File: src/rtl/cpu_lsu_if.sv
// cpu_lsu_if: request/response and data-memory signals of the load/store unit
// slave modport = LSU view, master modport = core + memory view
interface cpu_lsu_if #(
    parameter int XLEN   = 32,
    parameter int ADDR_W = 32
);
    logic              req_valid;
    logic              req_ready;
    logic              req_store;
    logic [1:0]        req_size;
    logic              req_unsigned;
    logic [ADDR_W-1:0] req_addr;
    logic [XLEN-1:0]   req_wdata;
    logic [4:0]        req_rd;
    logic              rsp_valid;
    logic [XLEN-1:0]   rsp_rdata;
    logic [4:0]        rsp_rd;
    logic [1:0]        rsp_err;
    logic              mem_en;
    logic [ADDR_W-1:0] mem_addr;
    logic [XLEN/8-1:0] mem_we;
    logic [XLEN-1:0]   mem_wdata;
    logic [XLEN-1:0]   mem_rdata;
    logic              mem_ready;
    modport slave (
        input  req_valid, req_store, req_size, req_unsigned, req_addr, req_wdata, req_rd,
        output req_ready, rsp_valid, rsp_rdata, rsp_rd, rsp_err,
        output mem_en, mem_addr, mem_we, mem_wdata,
        input  mem_rdata, mem_ready
    );
    modport master (
        output req_valid, req_store, req_size, req_unsigned, req_addr, req_wdata, req_rd,
        input  req_ready, rsp_valid, rsp_rdata, rsp_rd, rsp_err,
        input  mem_en, mem_addr, mem_we, mem_wdata,
        output mem_rdata, mem_ready
    );
endinterface

File: src/rtl/cpu_lsu.sv
// cpu_lsu: multicycle load/store unit turning core requests into aligned data-memory accesses
// ports: aclk, areset (async, active-high), bus = cpu_lsu_if.slave (req_*, rsp_*, mem_*)
module cpu_lsu #(
    parameter int XLEN    = 32,
    parameter int ADDR_W  = 32,
    parameter int TIMEOUT = 255
) (
    input logic     aclk,
    input logic     areset,
    cpu_lsu_if.slave bus
);
    localparam int NB = XLEN / 8;
    localparam int OW = $clog2(NB);
    localparam int CW = (TIMEOUT > 0) ? $clog2(TIMEOUT + 1) : 1;

    typedef enum logic [1:0] {IDLE, ACCESS, RESP} state_t;

    state_t            r_state, w_state_n;
    logic              r_req_ready, w_req_ready_n;
    logic              r_rsp_valid, w_rsp_valid_n;
    logic [XLEN-1:0]   r_rsp_rdata, w_rsp_rdata_n;
    logic [4:0]        r_rsp_rd, w_rsp_rd_n;
    logic [1:0]        r_rsp_err, w_rsp_err_n;
    logic              r_mem_en, w_mem_en_n;
    logic [ADDR_W-1:0] r_mem_addr, w_mem_addr_n;
    logic [NB-1:0]     r_mem_we, w_mem_we_n;
    logic [XLEN-1:0]   r_mem_wdata, w_mem_wdata_n;
    logic [CW-1:0]     r_cnt, w_cnt_n;
    logic [1:0]        r_size, w_size_n;
    logic              r_uns, w_uns_n;
    logic [OW-1:0]     r_off, w_off_n;
    logic              r_store, w_store_n;

    logic              w_accept, w_mis, w_to, w_sgn;
    logic [OW-1:0]     w_off;
    logic [NB-1:0]     w_mask;
    logic [XLEN-1:0]   w_sh, w_keep, w_ld;

    assign w_accept = (r_state == IDLE) && r_req_ready && bus.req_valid;
    assign w_off    = bus.req_addr[OW-1:0];
    // double-word access is only legal on a 64-bit port
    assign w_mis    = (bus.req_size == 2'd1) ? bus.req_addr[0] :
                      (bus.req_size == 2'd2) ? |bus.req_addr[1:0] :
                      (bus.req_size == 2'd3) ? ((XLEN == 32) || |bus.req_addr[2:0]) : 1'b0;
    assign w_mask   = (bus.req_size == 2'd0) ? NB'(1) :
                      (bus.req_size == 2'd1) ? NB'(3) :
                      (bus.req_size == 2'd2) ? NB'(15) : NB'(255);
    // mem_ready in the same cycle as the limit wins, since it is checked first
    assign w_to     = (TIMEOUT != 0) && (r_cnt == CW'(TIMEOUT));

    // load extraction: shift the addressed lane down, keep 8*2^size bits, fill the rest
    assign w_sh   = bus.mem_rdata >> {r_off, 3'b000};
    assign w_keep = (r_size == 2'd0) ? XLEN'(8'hFF) :
                    (r_size == 2'd1) ? XLEN'(16'hFFFF) :
                    (r_size == 2'd2) ? XLEN'(32'hFFFF_FFFF) : {XLEN{1'b1}};
    assign w_sgn  = ~r_uns & ((r_size == 2'd0) ? w_sh[7] :
                              (r_size == 2'd1) ? w_sh[15] :
                              (r_size == 2'd2) ? w_sh[31] : w_sh[XLEN-1]);
    assign w_ld   = (w_sh & w_keep) | ({XLEN{w_sgn}} & ~w_keep);

    always_ff @(posedge aclk or posedge areset) begin
        if (areset) begin
            r_state     <= IDLE;
            r_req_ready <= 1'b0;
            r_rsp_valid <= 1'b0;
            r_rsp_rdata <= '0;
            r_rsp_rd    <= '0;
            r_rsp_err   <= '0;
            r_mem_en    <= 1'b0;
            r_mem_addr  <= '0;
            r_mem_we    <= '0;
            r_mem_wdata <= '0;
            r_cnt       <= '0;
            r_size      <= '0;
            r_uns       <= 1'b0;
            r_off       <= '0;
            r_store     <= 1'b0;
        end else begin
            r_state     <= w_state_n;
            r_req_ready <= w_req_ready_n;
            r_rsp_valid <= w_rsp_valid_n;
            r_rsp_rdata <= w_rsp_rdata_n;
            r_rsp_rd    <= w_rsp_rd_n;
            r_rsp_err   <= w_rsp_err_n;
            r_mem_en    <= w_mem_en_n;
            r_mem_addr  <= w_mem_addr_n;
            r_mem_we    <= w_mem_we_n;
            r_mem_wdata <= w_mem_wdata_n;
            r_cnt       <= w_cnt_n;
            r_size      <= w_size_n;
            r_uns       <= w_uns_n;
            r_off       <= w_off_n;
            r_store     <= w_store_n;
        end
    end

    always_comb begin
        w_state_n = r_state;
        if (w_accept)
            w_state_n = w_mis ? RESP : ACCESS;
        else if (r_state == ACCESS && (bus.mem_ready || w_to))
            w_state_n = RESP;
        else if (r_state != IDLE && r_state != ACCESS)
            w_state_n = IDLE;
    end

    always_comb begin
        w_req_ready_n = (w_state_n == IDLE);
        w_rsp_valid_n = (w_state_n == RESP);
        w_cnt_n       = (r_state == ACCESS && !bus.mem_ready) ? r_cnt + 1'b1 : '0;
        w_rsp_rdata_n = r_rsp_rdata;
        w_rsp_rd_n    = r_rsp_rd;
        w_rsp_err_n   = r_rsp_err;
        w_mem_en_n    = r_mem_en;
        w_mem_addr_n  = r_mem_addr;
        w_mem_we_n    = r_mem_we;
        w_mem_wdata_n = r_mem_wdata;
        w_size_n      = r_size;
        w_uns_n       = r_uns;
        w_off_n       = r_off;
        w_store_n     = r_store;
        if (w_accept) begin
            w_rsp_rd_n    = bus.req_rd;
            w_rsp_err_n   = w_mis ? 2'd1 : 2'd0;
            w_rsp_rdata_n = '0;
            w_size_n      = bus.req_size;
            w_uns_n       = bus.req_unsigned;
            w_off_n       = w_off;
            w_store_n     = bus.req_store;
            if (!w_mis) begin
                w_mem_en_n    = 1'b1;
                w_mem_addr_n  = {bus.req_addr[ADDR_W-1:OW], {OW{1'b0}}};
                w_mem_we_n    = bus.req_store ? w_mask << w_off : '0;
                w_mem_wdata_n = bus.req_wdata << {w_off, 3'b000};
            end
        end else if (r_state == ACCESS && (bus.mem_ready || w_to)) begin
            w_mem_en_n    = 1'b0;
            w_mem_we_n    = '0;
            w_rsp_err_n   = bus.mem_ready ? 2'd0 : 2'd2;
            w_rsp_rdata_n = (bus.mem_ready && !r_store) ? w_ld : '0;
        end
    end

    assign bus.req_ready = r_req_ready;
    assign bus.rsp_valid = r_rsp_valid;
    assign bus.rsp_rdata = r_rsp_rdata;
    assign bus.rsp_rd    = r_rsp_rd;
    assign bus.rsp_err   = r_rsp_err;
    assign bus.mem_en    = r_mem_en;
    assign bus.mem_addr  = r_mem_addr;
    assign bus.mem_we    = r_mem_we;
    assign bus.mem_wdata = r_mem_wdata;
endmodule
File: src/flat_wrapper.sv
// flat-port wrapper written by rule: the top's interface ports become plain ports
module cpu_lsu_flat 
#(
    parameter int XLEN    = 32,
    parameter int ADDR_W  = 32,
    parameter int TIMEOUT = 255
)
  (aclk, areset, bus_req_valid, bus_req_store, bus_req_size, bus_req_unsigned, bus_req_addr, bus_req_wdata, bus_req_rd, bus_req_ready, bus_rsp_valid, bus_rsp_rdata, bus_rsp_rd, bus_rsp_err, bus_mem_en, bus_mem_addr, bus_mem_we, bus_mem_wdata, bus_mem_rdata, bus_mem_ready);
  cpu_lsu_if #(.XLEN(XLEN), .ADDR_W(ADDR_W)) bus_i ();
  input logic aclk;
  input logic areset;
  input wire logic [$bits(bus_i.req_valid)-1:0] bus_req_valid;
  input wire logic [$bits(bus_i.req_store)-1:0] bus_req_store;
  input wire logic [$bits(bus_i.req_size)-1:0] bus_req_size;
  input wire logic [$bits(bus_i.req_unsigned)-1:0] bus_req_unsigned;
  input wire logic [$bits(bus_i.req_addr)-1:0] bus_req_addr;
  input wire logic [$bits(bus_i.req_wdata)-1:0] bus_req_wdata;
  input wire logic [$bits(bus_i.req_rd)-1:0] bus_req_rd;
  output wire logic [$bits(bus_i.req_ready)-1:0] bus_req_ready;
  output wire logic [$bits(bus_i.rsp_valid)-1:0] bus_rsp_valid;
  output wire logic [$bits(bus_i.rsp_rdata)-1:0] bus_rsp_rdata;
  output wire logic [$bits(bus_i.rsp_rd)-1:0] bus_rsp_rd;
  output wire logic [$bits(bus_i.rsp_err)-1:0] bus_rsp_err;
  output wire logic [$bits(bus_i.mem_en)-1:0] bus_mem_en;
  output wire logic [$bits(bus_i.mem_addr)-1:0] bus_mem_addr;
  output wire logic [$bits(bus_i.mem_we)-1:0] bus_mem_we;
  output wire logic [$bits(bus_i.mem_wdata)-1:0] bus_mem_wdata;
  input wire logic [$bits(bus_i.mem_rdata)-1:0] bus_mem_rdata;
  input wire logic [$bits(bus_i.mem_ready)-1:0] bus_mem_ready;
  assign bus_i.req_valid = bus_req_valid;
  assign bus_i.req_store = bus_req_store;
  assign bus_i.req_size = bus_req_size;
  assign bus_i.req_unsigned = bus_req_unsigned;
  assign bus_i.req_addr = bus_req_addr;
  assign bus_i.req_wdata = bus_req_wdata;
  assign bus_i.req_rd = bus_req_rd;
  assign bus_req_ready = bus_i.req_ready;
  assign bus_rsp_valid = bus_i.rsp_valid;
  assign bus_rsp_rdata = bus_i.rsp_rdata;
  assign bus_rsp_rd = bus_i.rsp_rd;
  assign bus_rsp_err = bus_i.rsp_err;
  assign bus_mem_en = bus_i.mem_en;
  assign bus_mem_addr = bus_i.mem_addr;
  assign bus_mem_we = bus_i.mem_we;
  assign bus_mem_wdata = bus_i.mem_wdata;
  assign bus_i.mem_rdata = bus_mem_rdata;
  assign bus_i.mem_ready = bus_mem_ready;
  cpu_lsu #(.XLEN(XLEN), .ADDR_W(ADDR_W), .TIMEOUT(TIMEOUT)) u_core (.aclk(aclk), .areset(areset), .bus(bus_i));
endmodule
File: config.mk
export PLATFORM = sky130hd
export DESIGN_NAME = cpu_lsu_flat
export DESIGN_NICKNAME = d
export VERILOG_FILES = /design/src/rtl/cpu_lsu_if.sv /design/src/rtl/cpu_lsu.sv /design/src/flat_wrapper.sv
export SDC_FILE = /design/constraint.sdc
export NUM_CORES = 1
export LEC_CHECK = 0
export ABC_CLOCK_PERIOD_IN_PS = 5600
export CORE_MARGIN = 5
export CORE_UTILIZATION = 45
export CTS_CLUSTER_SIZE = 30
export DETAILED_ROUTE_END_ITERATION = 6
export GPL_TIMING_DRIVEN = 0
export PLACE_DENSITY = 0.78
export SETUP_SLACK_MARGIN = 0.5
export SYNTH_ARGS = -nofsm -noshare
export SYNTH_HDL_FRONTEND = slang
export SYNTH_SLANG_ARGS = --single-unit
File: constraint.sdc
create_clock -name aclk -period 5.6 [get_ports aclk]
set_input_delay 1.68 -clock aclk [delete_from_list [all_inputs] [get_ports aclk]]
set_output_delay 1.68 -clock aclk [all_outputs]
set_load 0.01 [all_outputs]
# Yosys cells after proc, flatten, opt, wreduce, memory -nomap -nowiden
# Cells that the tools add are included.
[classes]
n_addsub = 1
eq_ne = 9
n_shift = 3
muxes = 28
bitwise_logic = 7
reduce_logical = 18
[op_table]
columns = ["op", "count"]
rows = [
  ["two-way mux 32 bit", 5],
  ["AND 32 bit", 2],
  ["NOT 32 bit", 1],
  ["bitwise OR 32 bit", 1],
  ["left shift 32 x 5 -> 32 bit", 1],
  [">> shifter 32 x 5 -> 32 bit", 1],
  ["two-way mux 4 bit", 6],
  ["two-way mux 2 bit", 7],
  ["two-way mux 1 bit", 9],
  ["adder 8 x 1 -> 8 bit, second input constant", 1],
  ["== test 8 bit, second input constant", 1],
  ["zero test 2 bit", 4],
  ["two-way mux 8 bit", 1],
  ["== test 2 x 1 -> 1 bit, second input constant", 3],
  ["== test 2 bit, second input constant", 3],
  ["logical AND 1 bit", 6],
  ["AND reduction 2 bit", 2],
  ["nonzero test 2 bit", 2],
  ["left shift 4 x 2 -> 4 bit", 1],
  ["zero test 1 bit", 2],
  ["!= test 2 x 1 -> 1 bit, second input constant", 1],
  ["!= test 2 bit, second input constant", 1],
  ["NOT 1 bit", 2],
  ["OR reduction 2 bit", 1],
  ["2 further kinds", 2],
]
[totals]
register_bits = 124
output_inout_bits = 110
word_cells = 81

# Logic depth before layout (Yosys ltp)
[depth]
word_depth = 9
depth_mapped = 7
ltp_nobuf = 5

# Least setup slack after synthesis
# OpenSTA, ideal clock, no wires.
[synth_path]
path_kind = "input -> register"
start = "input port bus_mem_rdata[7]"
end = "register u_core.r_rsp_rdata[24], in the netlist u_core.bus.rsp_rdata[24]"
arrival_time_ns = 2.640
required_time_ns = 5.474
path_slack_ns = 2.834
path_stages = 5
path_buffers = 1
cell_sequence = "mux2_4 a22oi_4 a21oi_4 buf_6 a221o_1"
[synth_between]
elab_chain_len = 9
[synth_lines]
columns = ["element", "line_no", "rtl"]
rows = [
  ["from (decl)", "flat_wrapper.sv:28", "input wire logic [$bits(bus_i.mem_rdata)-1:0] bus_mem_rdata;"],
  [">> shifter 32 x 5 -> 32 bit *", "cpu_lsu.sv:52", "assign w_sh = bus.mem_rdata >> {r_off, 3'b000};"],
  ["two-way mux 1 bit", "cpu_lsu.sv:57", "(r_size == 2'd1) ? w_sh[15] :"],
  ["two-way mux 1 bit *", "cpu_lsu.sv:56", "assign w_sgn = ~r_uns & ((r_size == 2'd0) ? w_sh[7] :"],
  ["AND 1 bit *", "cpu_lsu.sv:56", ""],
  ["AND 32 bit *", "cpu_lsu.sv:59", "assign w_ld = (w_sh & w_keep) | ({XLEN{w_sgn}} & ~w_keep);"],
  ["bitwise OR 32 bit *", "cpu_lsu.sv:59", ""],
  ["two-way mux 32 bit *", "cpu_lsu.sv:140", "w_rsp_rdata_n = (bus.mem_ready && !r_store) ? w_ld : '0;"],
  ["two-way mux 32 bit *", "cpu_lsu.sv:136", "end else if (r_state == ACCESS && (bus.mem_ready || w_to)) begin"],
  ["two-way mux 32 bit *", "cpu_lsu.sv:122", "if (w_accept) begin"],
  ["to (signal assigned)", "cpu_lsu.sv:82", "r_rsp_rdata <= w_rsp_rdata_n;"],
  ["to (decl)", "cpu_lsu.sv:21", "logic [XLEN-1:0] r_rsp_rdata, w_rsp_rdata_n;"],
]
# Mark *: on every way between the ends. The rest lies on a longest branch, timed or not. The select of a mux whose other input is x is not followed.
# A chain may end at the register's enable or synchronous reset.

# Worst setup path after layout
[layout_path]
start = "input port bus_req_addr[1]"
end = "register u_core.r_mem_we[1], in the netlist u_core.bus.mem_we[1]"
[layout_between]
elab_chain_len = 5
elab_cells_between_ends = 9
[layout_lines]
columns = ["element", "line_no", "rtl"]
rows = [
  ["from (decl)", "flat_wrapper.sv:16", "input wire logic [$bits(bus_i.req_addr)-1:0] bus_req_addr;"],
  ["OR reduction 2 bit", "cpu_lsu.sv:43", "(bus.req_size == 2'd2) ? |bus.req_addr[1:0] :"],
  ["two-way mux 1 bit", "cpu_lsu.sv:43", ""],
  ["two-way mux 1 bit", "cpu_lsu.sv:42", "assign w_mis = (bus.req_size == 2'd1) ? bus.req_addr[0] :"],
  ["!= test 2 bit (no line)", "--", ""],
  ["AND reduction 2 bit (no line)", "--", ""],
  ["to (signal assigned)", "cpu_lsu.sv:87", "r_mem_we <= w_mem_we_n;"],
  ["to (decl)", "cpu_lsu.sv:26", "logic [NB-1:0] r_mem_we, w_mem_we_n;"],
]
# Several ways; a longest one is shown, not always the timed one. The select of a mux whose other input is x is not followed.

==> results.toml <==
[sta]
setup_viol = 0
finalHoldViolations = 0
maxSlewHeadroom = 0.5143
drv_slew = 0
worst_pin_slew_ns = 0.7259
rsz0062_at_grt = "no"
period_share = 0.5741
fmax_mhz = 311.0
fin_skew_ns = 0.005052
period_needed_ns = 3.215

[synth]
synth_most_common_cell = "dfrtp_1"
synthFlopType = "dfrtp_1"
synth_top_area_share = 0.5334
avgSynthCellArea_um2 = 11.73
synth_area_leaders = "dfrtp_1, mux2_2, mux2i_1"
ys_seq_area_frac = 0.5334
synthDistinctLibCells = 53
synth_warnings = 0
netlist_instances = 496
yosysTopAreaCell = "dfrtp_1"
synth_enable_flop_cells = 0
synth_area_um2 = 5817
async_flop_share = 1.000
ys_ff_latch = 124
ys_top_cells_by_count = "dfrtp_1, mux2_2, nand2_1, mux2i_1, o21ai_0"

[setup_path]
criticalPathCategory = "in2reg"
rr_endpoint = "u_core.bus.mem_wdata[13]"
worstSetupEndpointType = "register"
cp_data_required_time_ns = 5.91
rr_worst_depth = 7
timing.rr.start = "u_core.r_state[0]"
crit_fanout = 10
start_kind = "primary input"
arrival_ns = 3.52
r2r_setup_slack_ns = 3.68

[detailed_routing]
dr.pass1.iters = 5
ant_nets = 0
avgViaCountPerCell = 5.526
vias = 5073
wirelength_mm = 18.82
remaining_drc_errors = 0
avgRoutedWirePerCell_um = 20.50
drtIter0Drc = 375

[grt]
grt_max_degree = 65
grt_remaining_overflow = 0
antenna_found_initial = 0
grt_pass1_vias = 5431
grt_pass1_wl_mm = 28.61
track_usage = 0.2489

[finish]
diodes = 0
post-route-cell-area_um2 = 8821
drive_gt1_frac = 0.1635
final_cells = 918
nets = 843
area_growth_pct = 51.65

[clock_tree]
clockRootBuffer = "clkbuf_16"
cts-hold-fix-buffers = 0
post-cts-setup-buffers = 0
htreeDepth = 4
cts_buffer_depth = 2
cts_buffers = 17
cts_resized = 0
clock_latency_ns = 0.41
cts_tree = "done"
clock_sinks = 124
cts.clk_slew.worst_paths_ns = 0.05

[die]
core_area_um2 = 12670
num_rows = 41
io_pins = 219
die_h_um = 123.7
dieArea_um2 = 15300
dieWidth_um = 123.7
start_util = 0.4591

[placement]
placed_area_um2 = 8230
placed_cells = 886
routabilityCongestion = 0.9120
io_buffer_count = 216
hpwl_mm = 14.20

[min_path]
hold_start = "u_core.r_cnt[0]"
holdPathStages = 1
hp-class = "reg2reg"
holdPathEnd = "u_core.r_cnt[0]"

[outcome]
run_status = "finished clean"

[power]
ir_worst_vdd_uv = 318.8
powerDensity_nw_per_um2 = 510.9
leakage_nw = 3.886

[run]
drv_cap = 0
[state kept, by name, indices dropped and copies added (netlist names)]
name and cells:
u_core.bus.mem_addr 30, u_core.bus.mem_en 1, u_core.bus.mem_wdata 32, u_core.bus.mem_we 4, u_core.bus.req_ready 1, u_core.bus.rsp_err 2
u_core.bus.rsp_rd 5, u_core.bus.rsp_rdata 32, u_core.bus.rsp_valid 1, u_core.r_cnt 8, u_core.r_off 2, u_core.r_size 2
u_core.r_state 2, u_core.r_store 1, u_core.r_uns 1
[area by class of cell]
cell class	instances	area, µm²
Clock inverter	7	85.08
Multi-Input combinational cell	333	2496
Fill cell	934	3850
Timing Repair Buffer	217	2190
Buffer	36	206.4
Clock buffer	25	505.5
Tap cell	172	215.2
Inverter	4	20.02
Sequential cell	124	3103
[where the power goes]
part / total [W] / switching, W / internal [W]
logic: 0.00193 / 0.000857 / 0.00107
clock network: 0.00109 / 0.000378 / 0.000710
registers: 0.00149 / 0.000226 / 0.00127
total: 0.00451 / 0.00146 / 0.00305
[per-layer routing]
layer | vias up | global-route usage | share of wire
li1 | 2268 | - | -
met1 | 2491 | 0.2912 | 0.37
met2 | 267 | 0.4015 | 0.48
met3 | 47 | 0.09219 | 0.11
met4 | 0 | 0.1260 | 0.036
met5 | - | 0 | 0
[worst max path at each step]
| stage | end | depth (start not counted) | slack, ns | from |
|---|---|---|---|---|
| finish | u_core.bus.mem_we[1] | 6 | 2.38 | bus_req_addr[1] |
| global route | u_core.bus.mem_wdata[2] | 6 | 2.26 | bus_req_addr[1] |
| CTS | u_core.bus.mem_wdata[11] | 8 | 2.39 | bus_req_valid |
| detailed placement | u_core.bus.mem_wdata[11] | 8 | 1.96 | bus_req_valid |
| global placement | u_core.r_cnt[7] | 2 | -1.06 | areset |
| floorplan | u_core.bus.mem_addr[10] | 1 | 0.62 | areset |
[placed cells by master (no fill, tap or decap), types with 3 or more instances in the layout]
master           instances
a211o_1                 15
a211oi_1                 8
a21oi_1                 26
a221o_1                  9
a22o_1                   8
a31o_2                   3
a32o_1                   8
and3_1                   3
buf_2                   15
buf_4                    4
buf_6                    5
clkbuf_1                13
clkbuf_16               17
clkbuf_8                 5
clkdlybuf4s50_1        216
clkinv_2                 5
dfrtp_1                124
inv_1                    3
mux2_2                  49
mux2i_1                 32
nand2_1                 42
nand2b_1                 4
nand3_1                  3
nor2_1                  28
nor2b_1                 20
o21ai_0                 30
o31ai_1                  8
xnor2_1                  3
xor2_1                   4
[critical path: stages]
cell	delay, ns
clkdlybuf4s50_1	0.61
buf_2	0.25
buf_4	0.23
buf_1	0.39
nor3_1	0.12
a31o_2	0.23
[through the flow]
step / hold WS, ns / setup slack (ns) / util / TNS, ns / power (W)
6_report: 0.4654 / 2.385 / 0.6962 / 0 / 0.004506
2_1_floorplan: 0.4251 / 0.6208 / - / 0 / 0.002374
5_1_grt: 0.4890 / 2.264 / 0.6962 / 0 / 0.004738
4_1_cts: 0.4675 / 2.386 / 0.6962 / 0 / 0.004537
3_3_place_gp: 0.4411 / -1.059 / 0.6470 / -130.30 / 0.003375
3_5_place_dp: 0.4603 / 1.963 / 0.6496 / 0 / 0.003426
[logic make-up (layout without fill, tap and decap cells)]
kind of cell / count (synthesis) / count (layout) / share of synthesized area
compound gates: 125 / 125 / 0.1581
flops: 124 / 124 / 0.5334
simple gates: 116 / 116 / 0.1045
mux: 82 / 82 / 0.1525
buf+inv: 40 / 289 / 0.03807
xor+xnor: 7 / 7 / 0.01054
fa+ha+maj: 1 / 1 / 0.002151
other cells: 1 / 2 / 0.0006447
No activity file was read; power rests on OpenSTA's default activity.
==> patch 1: new RTL, same settings <==
Encoding of `state_t`: now one-hot (3 bits for 3 states).
--- a/src/rtl/cpu_lsu.sv
+++ b/src/rtl/cpu_lsu.sv
@@ -13,7 +13,7 @@
     localparam int OW = $clog2(NB);
     localparam int CW = (TIMEOUT > 0) ? $clog2(TIMEOUT + 1) : 1;
 
-    typedef enum logic [1:0] {IDLE, ACCESS, RESP} state_t;
+    typedef enum logic [2:0] {IDLE = 3'b001, ACCESS = 3'b010, RESP = 3'b100} state_t;
 
     state_t            r_state, w_state_n;
     logic              r_req_ready, w_req_ready_n;
Function: same outputs for any inputs over 10 cycles, from zero or initial values and one cycle with areset high; not proved beyond that.
==> patch 1 against the unedited design <==
  * Total power increased by 0.55%
  * Sequential power fell by 3%
  * Sequential cell count rose by 1
  * Largest power group unchanged
  * Synthesized cell count up 2.0%
  * Design area rose by 1.8%
  * Non-clock buffer count up 1
  * Via count grew 1.2%
  * Fmax down 7.2%
  * Wire length shrank 3.4%
  * Clock skew is 0.0042 ns higher
  * Worst setup slack worse by 0.25 ns
  * Area after synthesis up 1.9%
  * Sequential share of layout area down 0.32 points
==> patch 1: results <==
[global_route]
global_route.usage.met1_pct = 27.8
groute.layer.met2.usage_pct = 38.4
grtUsageMet3_pct = 8.79
grt_usage_pct = 23.7
grt_antenna_before_repair = 0
grt_pass1_wl_um = 29400
first_global_vias = 5496
grt_start_max_net_pins = 70

[critical_path]
crit_path_max_fanout = 10
cpMaxStageDelayCell = sky130_fd_sc_hd__clkdlybuf4s50_1
critPathTopFamily = buffers and inverters
peak_per_stage_delay_on_the_critical_path_ns = 0.59
critPathArrivalTime_ns = 3.74
timing.reg2reg.setup_slack_ns = 3.49

[final_layout]
num_antenna_cells = 0
post_layout_nonfiller_instances = 931
design.final.nets = 853
fraction_of_layout_cells_with_a_size_suffix_above_1_pct = 16.0

[power_and_ir_drop]
power.share.switching_pct = 32.4
power.leakage_nw = 3.88
vdd.ir_drop.worst_v = 0.000314

[synthesis]
ys_types = 50
synthTopCellsByCount = sky130_fd_sc_hd__dfrtp_1, sky130_fd_sc_hd__nand2_1, sky130_fd_sc_hd__o21ai_0, sky130_fd_sc_hd__mux2_2, sky130_fd_sc_hd__mux2i_1
postSynth.asyncResetShare_pct = 100
post-synth-top-count-cell = sky130_fd_sc_hd__dfrtp_1
post_synthesis_sequential_area_ratio_pct = 52.8
syn-instance-count = 506
post_synth_main_area_contributors = sky130_fd_sc_hd__dfrtp_1, sky130_fd_sc_hd__mux2_2, sky130_fd_sc_hd__mux2_4, sky130_fd_sc_hd__mux2i_1, sky130_fd_sc_hd__nand2_1
yosysWarnings = 0

[place]
dp_hpwl_um = 13600
gp_routability_congestion = 0.916
io_buffer_count = 216
placedCellCount = 900

[cts]
worst_skew_pair.late_latency_ns = 0.42
clock_input_transition_at_the_sequential_cells_of_the_worst_setup_and_hold_paths_ns = 0.06
clock_tree.htree_level_count = 4
clock_sinks = 125
cts.root.buffer_cell = sky130_fd_sc_hd__clkbuf_16
cts.repair_timing.setup_buffer_count = 0
postcts_resize_cnt = 0
cts_made_buffers = 17
cts-root-to-sink-buffers = 2

[route]
drt-pass1-iter-count = 6
vias_per_cell = 5.52
drt-total-wl_um = 18200
dr.first_iter.drc_count = 400

[min_path]
hold_path_class = register to register

[sta]
final_skew_ns = 0.00929
worst_slew_pin_slew_ns = 1.05
hold_slack_ns = 0.480

[outcome]
status = completed
[patch 1: layer usage]
metal | wire length, um | vias to the layer above
li1 | - | 2318
met1 | 7280 | 2500
met2 | 8760 | 269
met3 | 1530 | 48
met4 | 616 | 0
met5 | 0 | -
[patch 1: per-stage QoR]
step / TNS, ns / worst slack (ns) / instance area, um^2
after CTS: 0 / 2.12 / 8980
after detailed placement: 0 / 1.70 / 8350
after floorplan: 0 / 0.594 / 5930
final: 0 / 2.13 / 8980
after global placement: -129.48 / -1.05 / 8320
after global routing: 0 / 1.95 / 8980
[patch 1: kinds of logic after synthesis]
logic type	share of synthesized area, %
compound gates	15.5
flops	52.8
simple gates	9.66
mux	17.1
buf+inv	3.78
xor+xnor	0.886
fa+ha+maj	0.211
other cells	0.0632
[patch 1: power by group through the flow]
stage | clock [mW] | combinational, mW | sequential [mW]
floorplan | 0 | 0.837 | 1.57
global placement | 0 | 1.87 | 1.44
detailed placement | 0 | 1.91 | 1.46
CTS | 1.19 | 1.93 | 1.45
global route | 1.24 | 2.06 | 1.49
finish | 1.17 | 1.91 | 1.45
[patch 1: final timing paths]
kind	depth (start not counted)	endpoint	startpoint
min in group asynchronous	2	u_core.bus.mem_addr[6]	areset
hold reg to reg	2	u_core.bus.rsp_rd[3]	u_core.bus.rsp_rd[3]
setup / recovery	7	u_core.bus.mem_wdata[3]	bus_req_size[1]
setup reg to reg	5	u_core.bus.rsp_rdata[1]	u_core.r_state[2]
max in group asynchronous	3	u_core.r_state[0]	areset
hold / removal	2	u_core.bus.rsp_rd[3]	u_core.bus.rsp_rd[3]
[patch 1: worst reg2reg max path, cell delays in order (launching register included)]
cell                      delay [ns]
sky130_fd_sc_hd__dfrtp_1        0.41
sky130_fd_sc_hd__nor2_1         0.11
sky130_fd_sc_hd__nand2_1        0.16
sky130_fd_sc_hd__nor3b_1        0.80
sky130_fd_sc_hd__buf_2          0.37
sky130_fd_sc_hd__a32o_1         0.20
[patch 1: cell type report]
type	count	area, um^2
inverter	4	20.0
sequential	125	3130
multi-input combinational	341	2580
clock buffer	18	439
clock inverter	13	189
tap	176	220
timing repair buffer	217	2190
buffer	37	209
fill	931	4110
==> patch 2: new RTL, same flow settings <==
Without the edit above. `XLEN` is set to 32 in 3 places; all go to 64.
--- a/src/rtl/cpu_lsu_if.sv
+++ b/src/rtl/cpu_lsu_if.sv
@@ -1,7 +1,7 @@
 // cpu_lsu_if: request/response and data-memory signals of the load/store unit
 // slave modport = LSU view, master modport = core + memory view
 interface cpu_lsu_if #(
-    parameter int XLEN   = 32,
+    parameter int XLEN   = 64,
     parameter int ADDR_W = 32
 );
     logic              req_valid;
--- a/src/rtl/cpu_lsu.sv
+++ b/src/rtl/cpu_lsu.sv
@@ -1,7 +1,7 @@
 // cpu_lsu: multicycle load/store unit turning core requests into aligned data-memory accesses
 // ports: aclk, areset (async, active-high), bus = cpu_lsu_if.slave (req_*, rsp_*, mem_*)
 module cpu_lsu #(
-    parameter int XLEN    = 32,
+    parameter int XLEN    = 64,
     parameter int ADDR_W  = 32,
     parameter int TIMEOUT = 255
 ) (
--- a/src/flat_wrapper.sv
+++ b/src/flat_wrapper.sv
@@ -1,7 +1,7 @@
 // flat-port wrapper written by rule: the top's interface ports become plain ports
 module cpu_lsu_flat 
 #(
-    parameter int XLEN    = 32,
+    parameter int XLEN    = 64,
     parameter int ADDR_W  = 32,
     parameter int TIMEOUT = 255
 )
Ports: changed (5 resized); port bits go from 219 to 351. No check against the original RTL was run, so the function may have changed too.
==> patch 2 against the unedited design <==
  * The flow now finishes with violations (DRC)
  * Area after synthesis up 87%
  * Sequential cell count rose by 68
  * Design area grew 75%
  * Largest cell class is now multi-input combinational cells
  * Wire length up 130%
  * Total power grew 69%
  * Largest power group unchanged
  * Count of clock-buffer cells in the layout decreased by 7
  * Die area rose by 79%
  * Non-clock buffer count increased by 186
  * Fmax is 16% lower
  * Worst setup slack lost 0.61 ns
==> patch 2: results <==
[outcome]
status = finished, violations left
violations = DRC

[final_layout]
design.final.nets = 1608
layout.filler_cells = 2010
post_layout_nonfiller_instances = 1770
fraction_of_layout_cells_with_a_size_suffix_above_1_pct = 14.5

[route]
drt-pass1-iter-count = 7
drt-met1-wl_um = 16300
met2WireLength_um = 19800
wl_met3_um = 4970
post-route-drc-count = 1
vias_per_cell = 5.96
drt-total-wl_um = 43300

[global_route]
grtUsageMet3_pct = 9.66
grt_pass1_wl_um = 64400
grt_start_max_net_pins = 43
groute.layer.met2.usage_pct = 49.9
first_global_vias = 10900
grt_usage_pct = 30.9
grt_antenna_before_repair = 2
global_route.usage.met1_pct = 38.5

[synthesis]
post_synth_main_area_contributors = sky130_fd_sc_hd__dfrtp_1, sky130_fd_sc_hd__mux4_2, sky130_fd_sc_hd__nand2_1, sky130_fd_sc_hd__mux2_2, sky130_fd_sc_hd__mux2i_1
post_synthesis_sequential_area_ratio_pct = 44.1
synthTopCellsByCount = sky130_fd_sc_hd__nand2_1, sky130_fd_sc_hd__dfrtp_1, sky130_fd_sc_hd__mux2_2, sky130_fd_sc_hd__o21ai_0, sky130_fd_sc_hd__mux2i_1

[place]
detailedPlace.worstSlack_ns = 1.31
gp_routability_congestion = 0.975
placedCellCount = 1739
dp_hpwl_um = 33400

[power_and_ir_drop]
power.leakage_nw = 6.60
clkPwrFrac_pct = 16.4
power-per-cell-area_nw_per_um2 = 491
vdd.ir_drop.worst_v = 0.000257
sequentialPower_mw = 2.36

[cts]
clock_input_transition_at_the_sequential_cells_of_the_worst_setup_and_hold_paths_ns = 0.08

[sta]
final_skew_ns = 0.0134
worst_slew_margin_pct = 32.9

[critical_path]
critPathArrivalTime_ns = 4.17
peak_per_stage_delay_on_the_critical_path_ns = 0.49
patch 2: area by class of cell:
class / instances / area (um^2) / area share (%)
Sequential cell: 192 / 4800 / 31.1
Tap cell: 324 / 405 / 2.62
Clock inverter: 13 / 145 / 0.939
Buffer: 88 / 429 / 2.78
Timing Repair Buffer: 351 / 3560 / 23.1
Clock buffer: 18 / 439 / 2.84
Inverter: 12 / 48.8 / 0.316
Multi-Input combinational cell: 772 / 5620 / 36.4
patch 2: cells by family (layout without fill, tap and decap cells):
kind of cell / after synthesis / in the layout / share of synthesized area, %
flip-flops: 192 / 192 / 44.1
multiplexers: 164 / 164 / 20.0
XOR/XNOR: 5 / 5 / 0.402
buffers and inverters: 100 / 482 / 4.35
other: 1 / 3 / 0.0344
AO/OA/AOI/OAI: 278 / 278 / 17.8
adder cells (fa/ha/maj): 1 / 1 / 0.115
AND/OR/NAND/NOR: 321 / 321 / 13.3
patch 2: worst paths after layout:
kind	start	to	slack [ns]	cells past startpoint
max	bus_req_addr[0]	u_core.bus.mem_wdata[12]	1.77	9
min	u_core.r_cnt[0]	u_core.r_cnt[0]	0.45	1
max reg2reg	u_core.r_cnt[0]	u_core.bus.rsp_rdata[61]	3.04	7
min reg2reg	u_core.r_cnt[0]	u_core.r_cnt[0]	0.45	1
max in group asynchronous	areset	u_core.bus.mem_addr[21]	2.92	5
min in group asynchronous	areset	u_core.bus.rsp_rd[3]	1.62	2
patch 2: metrics by stage:
stage / area [um^2] / hold slack, ns
2_1_floorplan: 10900 / 0.425
3_3_place_gp: 14800 / 0.439
3_5_place_dp: 14900 / 0.444
4_1_cts: 15500 / 0.455
5_1_grt: 15500 / 0.484
6_report: 15500 / 0.450
